## config.mk

```make
export PLATFORM = sky130hd
export DESIGN_NAME = pwm_fader
export DESIGN_NICKNAME = d
export VERILOG_FILES = /design/src/rtl/pwm_pkg.sv /design/src/rtl/pwm_fader_ch.sv /design/src/rtl/pwm_fader.sv
export SDC_FILE = /design/constraint.sdc
export NUM_CORES = 1
export LEC_CHECK = 0
export CAP_MARGIN = 15
export CORE_MARGIN = 4
export CORE_UTILIZATION = 50
export CTS_CLUSTER_DIAMETER = 40
export DETAILED_ROUTE_END_ITERATION = 10
export PLACE_DENSITY_LB_ADDON = 0.08
export SLEW_MARGIN = 20
export SYNTH_ARGS = -nofsm -noshare
export SYNTH_HDL_FRONTEND = slang
export SYNTH_SLANG_ARGS = --single-unit
```

## constraint.sdc

```tcl
create_clock -name clk -period 4.6 [get_ports clk]
set_clock_uncertainty 0.05 [all_clocks]
set_input_delay 1.15 -clock clk [delete_from_list [all_inputs] [get_ports clk]]
set_output_delay 1.15 -clock clk [all_outputs]
set_load 0.1 [all_outputs]
```

## src/rtl/pwm_pkg.sv

```systemverilog
// Shared constants for the pwm core and its upstream fader: address map,
// channel count, field widths and the shift passthrough slot layout.
package pwm_pkg;
  localparam int NCH      = 8;
  localparam int CH_W     = $clog2(NCH);
  localparam int THRESH_W = 8;
  localparam int SHIFT_W  = 5;

  // cfg_addr[4:3] selects the register bank, cfg_addr[2:0] the channel
  localparam logic [1:0] ADDR_TGT   = 2'b00;
  localparam logic [1:0] ADDR_SHIFT = 2'b01;
  localparam logic [1:0] ADDR_PER   = 2'b10;

  typedef struct packed {
    logic               vld;
    logic [CH_W-1:0]    ch;
    logic [SHIFT_W-1:0] sh;
  } slot_t;
endpackage

```

## src/rtl/pwm_fader_ch.sv

```systemverilog
// One fader channel: target/period registers, step timer, and the live
// threshold that walks one LSB per step toward the target.
module pwm_fader_ch
  import pwm_pkg::*;
(
  input  logic                clk,
  input  logic                rst,
  input  logic                tgt_we,
  input  logic                per_we,
  input  logic [THRESH_W-1:0] wdata,
  input  logic                grant,
  output logic [THRESH_W-1:0] cur,
  output logic                pend,
  output logic                ramp
);
  logic [THRESH_W-1:0] tgt, per, tick;
  logic [THRESH_W-1:0] cur_n, tgt_n, per_n, tick_n;
  logic                pend_n, step;

  always_comb begin
    step   = (tick == '0) && (cur != tgt);
    cur_n  = cur;
    if (tick == '0) begin
      // compares against the old target; a same-cycle target write lands next cycle
      if (cur < tgt)      cur_n = cur + 1'b1;
      else if (cur > tgt) cur_n = cur - 1'b1;
    end
    tgt_n  = tgt_we ? wdata : tgt;
    per_n  = per_we ? wdata : per;
    if (per_we)            tick_n = wdata;
    else if (tick == '0)   tick_n = per;
    else                   tick_n = tick - 1'b1;
    // a step in the grant cycle keeps pend so the newer value still goes out
    pend_n = step | (pend & ~grant);
  end

  always_ff @(posedge clk) begin
    if (rst) begin
      cur  <= '0;
      tgt  <= '0;
      per  <= '0;
      tick <= '0;
      pend <= 1'b0;
      ramp <= 1'b0;
    end else begin
      cur  <= cur_n;
      tgt  <= tgt_n;
      per  <= per_n;
      tick <= tick_n;
      pend <= pend_n;
      ramp <= (cur_n != tgt_n) | pend_n;
    end
  end
endmodule

```

## src/rtl/pwm_fader.sv

```systemverilog
// Fader front end for the 8-channel pwm core: host decode, per-channel
// ramps, and a one-write-per-cycle scheduler with shift passthrough priority.
module pwm_fader
  import pwm_pkg::*;
(
  input  logic                clk,
  input  logic                rst,
  input  logic [4:0]          cfg_addr,
  input  logic [7:0]          cfg_data,
  input  logic                cfg_we,
  output logic [3:0]          pwm_addr,
  output logic [7:0]          pwm_data,
  output logic                pwm_we,
  output logic [NCH-1:0]      ramping
);
  logic [1:0]                     region;
  logic [CH_W-1:0]                ch;
  logic [NCH-1:0]                 tgt_we, per_we, pend, grant;
  logic [NCH-1:0][THRESH_W-1:0]   cur;
  logic [CH_W-1:0]                rr_ptr, gnt_idx;
  logic                           found, shift_we;
  slot_t                          slot;

  assign region   = cfg_addr[4:3];
  assign ch       = cfg_addr[2:0];
  assign shift_we = cfg_we && (region == ADDR_SHIFT);
  assign tgt_we   = (cfg_we && region == ADDR_TGT) ? (NCH'(1) << ch) : '0;
  assign per_we   = (cfg_we && region == ADDR_PER) ? (NCH'(1) << ch) : '0;

  for (genvar g = 0; g < NCH; g++) begin : g_ch
    pwm_fader_ch u_ch (
      .clk    (clk),
      .rst    (rst),
      .tgt_we (tgt_we[g]),
      .per_we (per_we[g]),
      .wdata  (cfg_data),
      .grant  (grant[g]),
      .cur    (cur[g]),
      .pend   (pend[g]),
      .ramp   (ramping[g])
    );
  end

  // round-robin search starts just past the last granted channel
  always_comb begin
    found   = 1'b0;
    gnt_idx = rr_ptr;
    for (int i = 1; i <= NCH; i++) begin
      if (!found && pend[rr_ptr + CH_W'(i)]) begin
        found   = 1'b1;
        gnt_idx = rr_ptr + CH_W'(i);
      end
    end
    grant = '0;
    if (found && !slot.vld) grant[gnt_idx] = 1'b1;
  end

  always_ff @(posedge clk) begin
    if (rst) begin
      slot     <= '0;
      rr_ptr   <= '0;
      pwm_we   <= 1'b0;
      pwm_addr <= '0;
      pwm_data <= '0;
    end else begin
      pwm_we <= 1'b0;
      if (slot.vld) begin
        pwm_we   <= 1'b1;
        pwm_addr <= {1'b1, slot.ch};
        pwm_data <= {{(THRESH_W-SHIFT_W){1'b0}}, slot.sh};
      end else if (found) begin
        pwm_we   <= 1'b1;
        pwm_addr <= {1'b0, gnt_idx};
        pwm_data <= cur[gnt_idx];
        rr_ptr   <= gnt_idx;
      end
      // the slot always drains when full, so it only holds a same-cycle refill
      slot.vld <= shift_we;
      if (shift_we) begin
        slot.ch <= ch;
        slot.sh <= cfg_data[SHIFT_W-1:0];
      end
    end
  end
endmodule

```

After elaboration in Yosys (flattened, before gate mapping)
Cells that the tools add are included.
{"block": "word_totals", "latchBits": 0, "romBits": 0, "mem_count": 0, "ramBits": 0, "word_cells": 298, "out_inout_bits": 21, "regBits": 297}
{"block": "op_classes", "add_sub_neg": 31, "n_mux": 93, "n_bitwise": 33, "shifts": 1, "n_div": 0, "reduce_logical": 40, "n_eq_ne": 18, "magnitude_cmp": 26, "n_mul": 0}
{"op": "8-bit 2-to-1 mux", "n": 52}
{"op": "8-bit inequality test", "n": 16}
{"op": "8-bit by 1-bit subtractor with 8-bit output, second input constant", "n": 16}
{"op": "8-bit by 1-bit adder with 8-bit output, second input constant", "n": 8}
{"op": "8-bit greater-than comparator", "n": 8}
{"op": "8-bit logical NOT", "n": 8}
{"op": "8-bit less-than comparator", "n": 8}
{"op": "3-bit by 4-bit less-than comparator with 1-bit output, second input constant", "n": 9}
{"op": "1-bit binary-select mux with 3-bit select", "n": 8}
{"op": "8-bit binary-select mux with 3-bit select", "n": 1}
{"op": "3-bit 2-to-1 mux", "n": 8}
{"op": "1-bit logical AND", "n": 20}
{"op": "1-bit 2-to-1 mux", "n": 19}
{"op": "1-bit OR", "n": 16}
{"op": "3-bit adder, second input constant", "n": 4}
{"op": "5-bit 2-to-1 mux", "n": 2}
{"op": "1-bit NOT", "n": 9}
{"op": "1-bit bitwise AND", "n": 8}
{"op": "1-bit logical NOT", "n": 8}
{"op": "4-bit 2-to-1 mux", "n": 2}
{"op": "1-bit by 3-bit left shift with 8-bit output, first input constant", "n": 1}
{"op": "3-bit by 2-bit adder with 3-bit output, second input constant", "n": 2}
{"op": "3-bit by 1-bit adder with 3-bit output, second input constant", "n": 1}
{"op": "1-bit demux with 3-bit select", "n": 1}
{"op": "other kinds (7)", "n": 7}

Longest topological paths before layout
Gate-level depths: netlist of run 1.
{"block": "depth", "depth_word": 34, "depth_mapped": 18, "depth_no_buf": 12}

Hierarchy
From an unflattened synthesis of run 1, not the netlist that was laid out.
{"block": "unflattened", "hier_cells": 2336, "area_unflattened_um2": 19009.5}
{"mod": "pwm_fader_ch", "cells_per_inst": 233, "area_each_um2": 1979.4, "instances": 8, "seq_area_each_um2": 680.7}
{"mod": "pwm_fader", "cells_per_inst": 472, "area_each_um2": 3174.3, "instances": 1, "seq_area_each_um2": 500.5}

Worst setup path after synthesis of run 1
Ideal clock, no wire load.
{"block": "synth_path", "path_kind": "flip-flop to flip-flop", "startpoint": "register rr_ptr[0]", "endpoint": "register pwm_data[5]", "n_path_buf": 5, "t_arrival_ns": 3.855, "setup_slack_ns": 0.577, "stages_incl_launch_ff": 17, "period_less_slack_ns": 4.023, "setup_ns": 0.117, "cell_sequence": "dfxtp_1 -> buf_6 -> buf_4 -> inv_1 -> ha_1 -> buf_4 -> buf_4 -> mux4_2 -> mux2_2 -> a32oi_1 -> a21oi_1 -> a311oi_1 -> xnor2_1 -> clkbuf_1 -> mux4_2 -> a22oi_1 -> nand2_1"}
{"block": "synth_via", "elab_chain_cells": 27, "elab_cells_between_ends": 55}
{"element": "from (decl)", "line_no": "pwm_fader.sv:20", "source": "logic [CH_W-1:0] rr_ptr, gnt_idx;"}
{"element": "from (signal assigned)", "line_no": "pwm_fader.sv:75", "source": "rr_ptr <= gnt_idx;"}
{"element": "3-bit by 1-bit adder with 3-bit output", "line_no": "pwm_fader.sv:49, pwm_fader.sv:51"}
{"element": "1-bit binary-select mux with 3-bit select", "line_no": "pwm_fader.sv:49", "source": "if (!found && pend[rr_ptr + CH_W'(i)]) begin"}
{"element": "1-bit 2-to-1 mux (not written as such)", "line_no": "pwm_fader.sv:49"}
{"element": "1-bit 2-to-1 mux", "line_no": "pwm_fader.sv:49"}
{"element": "1-bit logical NOT", "line_no": "pwm_fader.sv:49"}
{"element": "1-bit logical AND", "line_no": "pwm_fader.sv:49"}
{"element": "1-bit 2-to-1 mux", "line_no": "pwm_fader.sv:49"}
{"element": "1-bit logical NOT", "line_no": "pwm_fader.sv:49"}
{"element": "(+11 left out)"}
{"element": "1-bit logical NOT", "line_no": "pwm_fader.sv:49"}
{"element": "1-bit logical AND", "line_no": "pwm_fader.sv:49"}
{"element": "1-bit 2-to-1 mux", "line_no": "pwm_fader.sv:49"}
{"element": "1-bit logical NOT", "line_no": "pwm_fader.sv:49"}
{"element": "1-bit logical AND", "line_no": "pwm_fader.sv:49"}
{"element": "3-bit 2-to-1 mux", "line_no": "pwm_fader.sv:49"}
{"element": "8-bit binary-select mux with 3-bit select", "line_no": "pwm_fader.sv:74", "source": "pwm_data <= cur[gnt_idx];"}
{"element": "8-bit 2-to-1 mux (not written as such)", "line_no": "pwm_fader.sv:74"}
{"element": "to (signal assigned)", "line_no": "pwm_fader.sv:70", "source": "pwm_data <= {{(THRESH_W-SHIFT_W){1'b0}}, slot.sh};"}
{"element": "to (signal assigned)", "line_no": "pwm_fader.sv:74"}
{"element": "to (decl)", "line_no": "pwm_fader.sv:12", "source": "output logic [7:0] pwm_data,"}
Parallel ways exist; a longest one is shown, timed or not. The select of a mux whose other input is x is not followed.
A chain may end at the register's enable or synchronous reset.

Final worst setup path of run 1
{"block": "layout_path", "startpoint": "register rr_ptr[1]", "endpoint": "register pwm_data[4]"}
{"block": "layout_via", "elab_chain_cells": 29, "elab_cells_between_ends": 58}
{"element": "3-bit by 1-bit adder with 3-bit output", "line_no": "pwm_fader.sv:49, pwm_fader.sv:51"}
{"element": "1-bit binary-select mux with 3-bit select", "line_no": "pwm_fader.sv:49"}
{"element": "1-bit 2-to-1 mux (not written as such)", "line_no": "pwm_fader.sv:49"}
{"element": "1-bit 2-to-1 mux", "line_no": "pwm_fader.sv:49"}
{"element": "1-bit logical NOT", "line_no": "pwm_fader.sv:49"}
{"element": "1-bit logical AND", "line_no": "pwm_fader.sv:49"}
{"element": "1-bit 2-to-1 mux", "line_no": "pwm_fader.sv:49"}
{"element": "1-bit logical NOT", "line_no": "pwm_fader.sv:49"}
{"element": "(+13 left out)"}
{"element": "1-bit 2-to-1 mux", "line_no": "pwm_fader.sv:49"}
{"element": "1-bit logical NOT", "line_no": "pwm_fader.sv:49"}
{"element": "1-bit logical AND", "line_no": "pwm_fader.sv:49"}
{"element": "3-bit 2-to-1 mux", "line_no": "pwm_fader.sv:49"}
{"element": "8-bit binary-select mux with 3-bit select", "line_no": "pwm_fader.sv:74"}
{"element": "8-bit 2-to-1 mux (not written as such)", "line_no": "pwm_fader.sv:74"}
{"element": "5-bit 2-to-1 mux", "line_no": "pwm_fader.sv:71", "source": "end else if (found) begin"}
{"element": "5-bit 2-to-1 mux", "line_no": "pwm_fader.sv:67", "source": "if (slot.vld) begin"}
Parallel ways exist; a longest one is shown, timed or not. The select of a mux whose other input is x is not followed.

==> flow_metrics.tcl, run 1 <==
set metrics [dict create \
    dr_total_vias 15560 \
    vdd_drop_max_v 0.0008890 \
    ant_nets 0 \
    cp-end-kind "flip-flop" \
    regToRegEndpoint "pwm_data[4]" \
    synth_flop_cell "dfxtp_1" \
    relSlewSlack 0.3429 \
    cp.arrival_ns 4.59 \
    drt-initial-drc-count 1117 \
    htreeDepth 2 \
    yosysTopAreaCellShare 0.3332 \
    synth_nets 2264 \
    p_per_area_mw_per_mm2 784.7 \
    wirelength_um 50600 \
    gp_congestion 0.9210 \
    final_cell_count_no_fill 2657 \
    finalHoldViolCount 0 \
    rows 68 \
    synthCells 2158 \
    clock.fmax_mhz 237.1 \
    syn_area_mm2 0.01785 \
    cts-root-buf "clkbuf_16" \
    path_clk_slew_ns 0.05 \
    critPathKind "reg2reg" \
    grt_pass1_wl_um 80520 \
    fin_crit_sh 0.9170 \
    yosysWarnings 0 \
    async_flop_share 0 \
    drv_slew 0 \
    holdPathStages 2 \
    cts-resized-gates 0 \
    fin_tns_setup_ns 0 \
    worstPathRequired_ns 4.97 \
    ff2ff_path_depth 13 \
    drive_gt1_frac 0.09173 \
    path_max_fanout 19 \
    antenna_found_initial 0 \
    ys_ff_latch 297 \
    finalSetupViolCount 0 \
    synth_area_leader_cell "dfxtp_1" \
    grt_remaining_overflow 0 \
    final_nets 2267 \
    seq_area_frac_synth 0.3332 \
    start_util 0.5116 \
    die_area_mm2 0.03878 \
    worstSetupStartpointType "flip-flop" \
    antenna_cells 0 \
    power.leakage_nw 8.164 \
    rsz0062_at_grt "false" \
    tightestPinTransition_ns 0.9826 \
    dp.cells 2561 \
    cts_buffers 53 \
    wl_per_cell_um 19.04 \
    grt_usage 0.2559 \
    cts_sinks 297 \
    grt_max_degree 131 \
    clk_path_buf_depth 3 \
    min_from "pwm_data[5]" \
    area_delta_synth_final_pct 14.27 \
    drc 0 \
    synth_edf_count 0 \
    cap_viol_max_count 0 \
    vias_per_cell 5.857 \
    cts_tree "yes" \
    die_x_um 196.9 \
    hold_end "pwm_data[5]" \
    dp_hpwl_um 35750 \
    period_minus_slack_ns 4.218 \
    grt_pass1_vias 14730 \
    rrSetupSlack_ns 0.38 \
    hold_class "reg2reg" \
    max_stage_delay_ns 0.60 \
    dr.pass1.iters 5 \
    crit_top_cell "buf_4" \
    r2r_start "rr_ptr[1]" \
    synth.avg_cell_area_um2 8.270 \
    die_h_um 196.9 \
    portBuffers 36 \
    cts_hold_buf 0 \
    clk_latency_ns 0.58 \
    critPathBufInv 3 \
    synth.top_cells.by_area "dfxtp_1 33%, ha_1 6.3%, mux2i_1 6.1%" \
    coreArea_mm2 0.03488 \
    outcome "finished, final reports clean" \
    ys_types 86 \
    ios 37 \
    cts_setup_buffers 0 \
    crit_chain "inv_1, ha_1, buf_4, mux2i_1, mux4_2, a22oi_2, or2_1, a2111oi_2, o22ai_4, buf_4, mux2_2, o21ai_0, o22ai_1" \
    cpLargestDelayFamily "compound AO/OA/AOI/OAI gates" \
    cp_slowest_cell "o22ai_4" \
    fill_cells 3177 \
]
## cell type report
class	count	area [um^2]	area share
multi-input cells	1617	10920	0.5352
inverters	111	416.7	0.02043
flip-flops and latches	297	5946	0.2916
clock buffers	61	1439	0.07056
clock inverters	35	379.1	0.01859
repair buffers	81	728.2	0.03571
well taps	455	569.3	0.02792
## worst max-delay path by stage
stage	endpoint	start	slack, ns	depth (start not counted)
2_1_floorplan	pwm_data[5]	rr_ptr[0]	0.58	16
3_3_place_gp	g_ch[4].u_ch.ramp	cfg_we	-0.12	11
3_5_place_dp	g_ch[4].u_ch.ramp	cfg_we	-0.10	11
4_1_cts	pwm_data[4]	rr_ptr[1]	0.42	13
5_1_grt	pwm_data[4]	rr_ptr[1]	0.04	13
6_report	pwm_data[4]	rr_ptr[1]	0.38	13
## per-stage QoR
step	utilization	worst slack (ns)	total power, mW	hold slack [ns]	cell area [um^2]
6_report	0.5846	0.3820	16.00	0.3914	20390
2_1_floorplan	-	0.5774	10.06	0.3832	17850
4_1_cts	0.5846	0.4171	15.96	0.3933	20390
3_3_place_gp	0.5325	-0.1209	11.84	0.3846	18580
5_1_grt	0.5846	0.04151	17.07	0.4088	20390
3_5_place_dp	0.5325	-0.1048	11.94	0.3871	18580
## cell usage after synthesis (all sizes together), types with 10 or more instances
cell type,n
a21o,25
o21a,10
mux4,22
mux2,12
nor3b,12
nor3,52
o211ai,51
nor4,21
nand2,251
dfxtp,297
mux2i,108
clkbuf,110
o22ai,14
a22oi,10
o31ai,10
ha,90
nor2,232
o21ai,64
a41oi,10
or3,27
and3,10
buf,22
nor2b,38
a211oi,15
a21oi,182
inv,111
xor2,43
nand3,40
nand4,38
xnor2,105
## layout by cell type, fill, tap and decap left out, types with 13 or more instances in the layout
| master | instances |
|---|---|
| mux2i_1 | 108 |
| nand3_1 | 40 |
| a211oi_1 | 15 |
| nor2_1 | 232 |
| a21oi_1 | 182 |
| clkbuf_16 | 55 |
| xor2_1 | 43 |
| nor3_1 | 51 |
| nor2b_1 | 38 |
| a21o_1 | 25 |
| nand2_1 | 250 |
| buf_4 | 43 |
| o211ai_1 | 51 |
| o22ai_1 | 13 |
| clkinvlp_4 | 13 |
| xnor2_1 | 104 |
| o21ai_0 | 63 |
| nor4_1 | 21 |
| ha_1 | 90 |
| mux4_2 | 22 |
| clkdlybuf4s50_1 | 35 |
| dfxtp_1 | 297 |
| or3_1 | 26 |
| inv_1 | 111 |
| nand4_1 | 38 |
## worst register-to-register path: stages, from the launching register on
cell and delay (ns):
dfxtp_1 0.32, inv_1 0.12, ha_1 0.31, buf_4 0.25
mux2i_1 0.17, mux4_2 0.51, a22oi_2 0.33, or2_1 0.26
a2111oi_2 0.09, o22ai_4 0.60, buf_4 0.30, mux2_2 0.37
o21ai_0 0.25, o22ai_1 0.13
## power by group
part           leakage (nW)  switching, mW  internal (mW)
sequential             2.42          0.649           3.05
clock                 0.856           1.41           2.54
combinational          4.89           4.91           3.45
total                  8.16           6.97           9.04
## layer usage
layer / track usage / part of all wire / wire, um / vias to the layer above
li1: - / - / - / 7629
met1: 0.3594 / 0.47 / 23690 / 7413
met2: 0.4114 / 0.46 / 23030 / 435
met3: 0.04085 / 0.054 / 2744 / 85
met4: 0.07036 / 0.022 / 1131 / 0
met5: 0 / 0 / 0 / -
## logic make-up after synthesis
group	Yosys count	synth area share
compound gates	454	0.1630
xor+xnor	159	0.08666
fa+ha+maj	90	0.06310
buf+inv	244	0.05602
flops	297	0.3332
mux	142	0.09612
simple gates	772	0.2019
## registers in the layout (all words and copies together) (netlist names)
| register | count |
|---|---|
| pwm_we | 1 |
| g_ch.u_ch.per | 64 |
| pwm_data | 8 |
| g_ch.u_ch.tick | 64 |
| g_ch.u_ch.cur | 64 |
| rr_ptr | 3 |
| pwm_addr | 4 |
| g_ch.u_ch.ramp | 8 |
| slot | 9 |
| g_ch.u_ch.pend | 8 |
| g_ch.u_ch.tgt | 64 |
Note: power is estimated with default switching activity, not from simulation.
==> inputs of run 2 (changes only) <==
CORE_UTILIZATION = 42   (was 50)
==> run 2 against run 1 <==
Net effect:
- die area grew 18%
- clock power grew 8.6%
- register-to-register slack gained 0.11 ns
- flip-flop and latch count is the same
- cell area grew 1.7%
- core utilization shrank 9.0 points
- sequential power is essentially flat
- critical path depth shrank 3
- via count shrank 0.20%
- first-iteration DRC count grew 16%
- global-route usage shrank 3.1 points
- clock-buffer cell count grew 10
- critical path type is now in2reg
==> flow_metrics.tcl, run 2 (synthesis gave the netlist of run 1 again) <==
set metrics [dict create \
    clk_path_buf_depth 3 \
    drv_slew 0 \
    ant_nets 0 \
    ff2ff_path_depth 12 \
    cts-resized-gates 0 \
    hold_class "reg2reg" \
    final_cell_mix "297 x dfxtp_1, 250 x nand2_1, 232 x nor2_1, 182 x a21oi_1, 111 x inv_1" \
    htreeDepth 2 \
    cpLargestDelayFamily "compound AO/OA/AOI/OAI gates" \
    hold_end "g_ch[7].u_ch.per[1]" \
    multiInputGateArea_mm2 0.01092 \
    drive_gt1_frac 0.09991 \
    rows 75 \
    rsz0062_at_grt "false" \
    ios 37 \
    path_depth 10 \
    grt_usage 0.2251 \
    regToRegEndpoint "g_ch[4].u_ch.ramp" \
    antenna_cells 0 \
    cts_sinks 297 \
    final_util 0.4943 \
    worstPathRequired_ns 4.98 \
    grt_pass1_wl_um 84080 \
    final-seq-area_mm2 0.005946 \
    die_x_um 214.1 \
    r2r_start "rr_ptr[0]" \
    dp_hpwl_um 38240 \
    die_area_mm2 0.04585 \
    period_minus_slack_ns 4.137 \
    final_common_cell "dfxtp_1" \
    wirelength_um 52670 \
    final_nets 2278 \
    cp-end-kind "flip-flop" \
    critical_path.startpoint "cfg_we" \
    cts_buffers 61 \
    grt_max_degree 109 \
    relSlewSlack 0.2501 \
    crit_chain "clkdlybuf4s50_1, nor2b_1, nor3b_1, buf_4, nand2_1, mux2i_1, xnor2_1, o2111ai_1, a2111oi_0, a41oi_1" \
    drc 0 \
    holdPathStages 2 \
    critPathKind "in2reg" \
    grt_pass1_vias 15160 \
    drt-initial-drc-count 1301 \
    fill_cells 4038 \
    cap_viol_max_count 0 \
    antenna_found_initial 0 \
    cts-root-buf "clkbuf_16" \
    clock.fmax_mhz 241.7 \
    cts_setup_buffers 0 \
    vdd_drop_max_v 0.0003773 \
    outcome "finished, final reports clean" \
    rrSetupSlack_ns 0.49 \
    die_h_um 214.1 \
    critPathBufInv 2 \
    coreArea_mm2 0.04195 \
    worstSetupStartpointType "input pin" \
    cp.arrival_ns 4.52 \
    gp_congestion 0.9161 \
    dr_total_vias 15530 \
    placed_cell_area_mm2 0.01870 \
    cts_tree "yes" \
    path_max_fanout 8 \
    clk_latency_ns 0.60 \
    fin_crit_sh 0.8993 \
    cp_slowest_cell "a2111oi_0" \
    grt_remaining_overflow 0 \
    cts_hold_buf 0 \
    p_per_area_mw_per_mm2 788.7 \
    path_clk_slew_ns 0.05 \
    portBuffers 36 \
    finalSetupViolCount 0 \
    area_delta_synth_final_pct 16.19 \
    fin_area_mm2 0.02073 \
    finalHoldViolCount 0 \
    max_stage_delay_ns 0.94 \
    power.leakage_nw 8.302 \
    vias_per_cell 5.625 \
    start_util 0.4254 \
    wl_per_cell_um 19.08 \
    dr.pass1.iters 5 \
    tightestPinTransition_ns 1.097 \
    min_from "g_ch[7].u_ch.per[1]" \
]
run 2: cell types whose count changed in the layout (fill, tap and decap cells not counted), sizes merged:
cell	before	now
clkinvlp	13	9
clkbuf	61	71
buf	46	49
clkinv	11	20
inv	117	122
bufinv	5	2
run 2: area by class of cell:
type / instances / area share
clock buffer: 71 / 0.07929
clock inverter: 42 / 0.01871
inverter: 111 / 0.02009
multi-input combinational: 1617 / 0.5264
sequential: 297 / 0.2867
tap: 539 / 0.03252
timing repair buffer: 84 / 0.03621
run 2: tightest hold or removal path, stage by stage, from the launching register on:
cell and delay, ns:
dfxtp_1 0.30, nand2_1 0.05, a21oi_1 0.05
run 2: worst max-delay path by stage:
stage | slack (ns) | to
final | 0.46 | g_ch[2].u_ch.ramp
after global routing | 0.17 | g_ch[4].u_ch.ramp
after CTS | 0.45 | g_ch[4].u_ch.ramp
after detailed placement | -0.02 | g_ch[2].u_ch.ramp
after global placement | -0.02 | g_ch[2].u_ch.ramp
after floorplan | 0.58 | pwm_data[5]
run 2: stage by stage:
step | std cells | setup slack, ns | power [mW] | setup TNS, ns | hold WS [ns]
global placement | 2648 | -0.01592 | 11.98 | -0.01592 | 0.3912
CTS | 2761 | 0.4546 | 16.42 | 0 | 0.4036
finish | 2761 | 0.4631 | 16.35 | 0 | 0.4011
detailed placement | 2648 | -0.01623 | 12.04 | -0.01623 | 0.3940
global route | 2761 | 0.1691 | 17.51 | 0 | 0.4193
floorplan | 2158 | 0.5774 | 10.06 | 0 | 0.3832
run 2: report_power, final:
part / switching [mW] / total (mW) / internal [mW]
clock: 1.58 / 4.29 / 2.71
sequential: 0.659 / 3.71 / 3.05
combinational: 4.91 / 8.35 / 3.45
total: 7.14 / 16.4 / 9.21
run 2: per-layer routing:
metal / share of wire / global-route usage
met5: 0 / 0
met4: 0.031 / 0.08018
met3: 0.054 / 0.03727
met2: 0.45 / 0.3623
met1: 0.46 / 0.3071
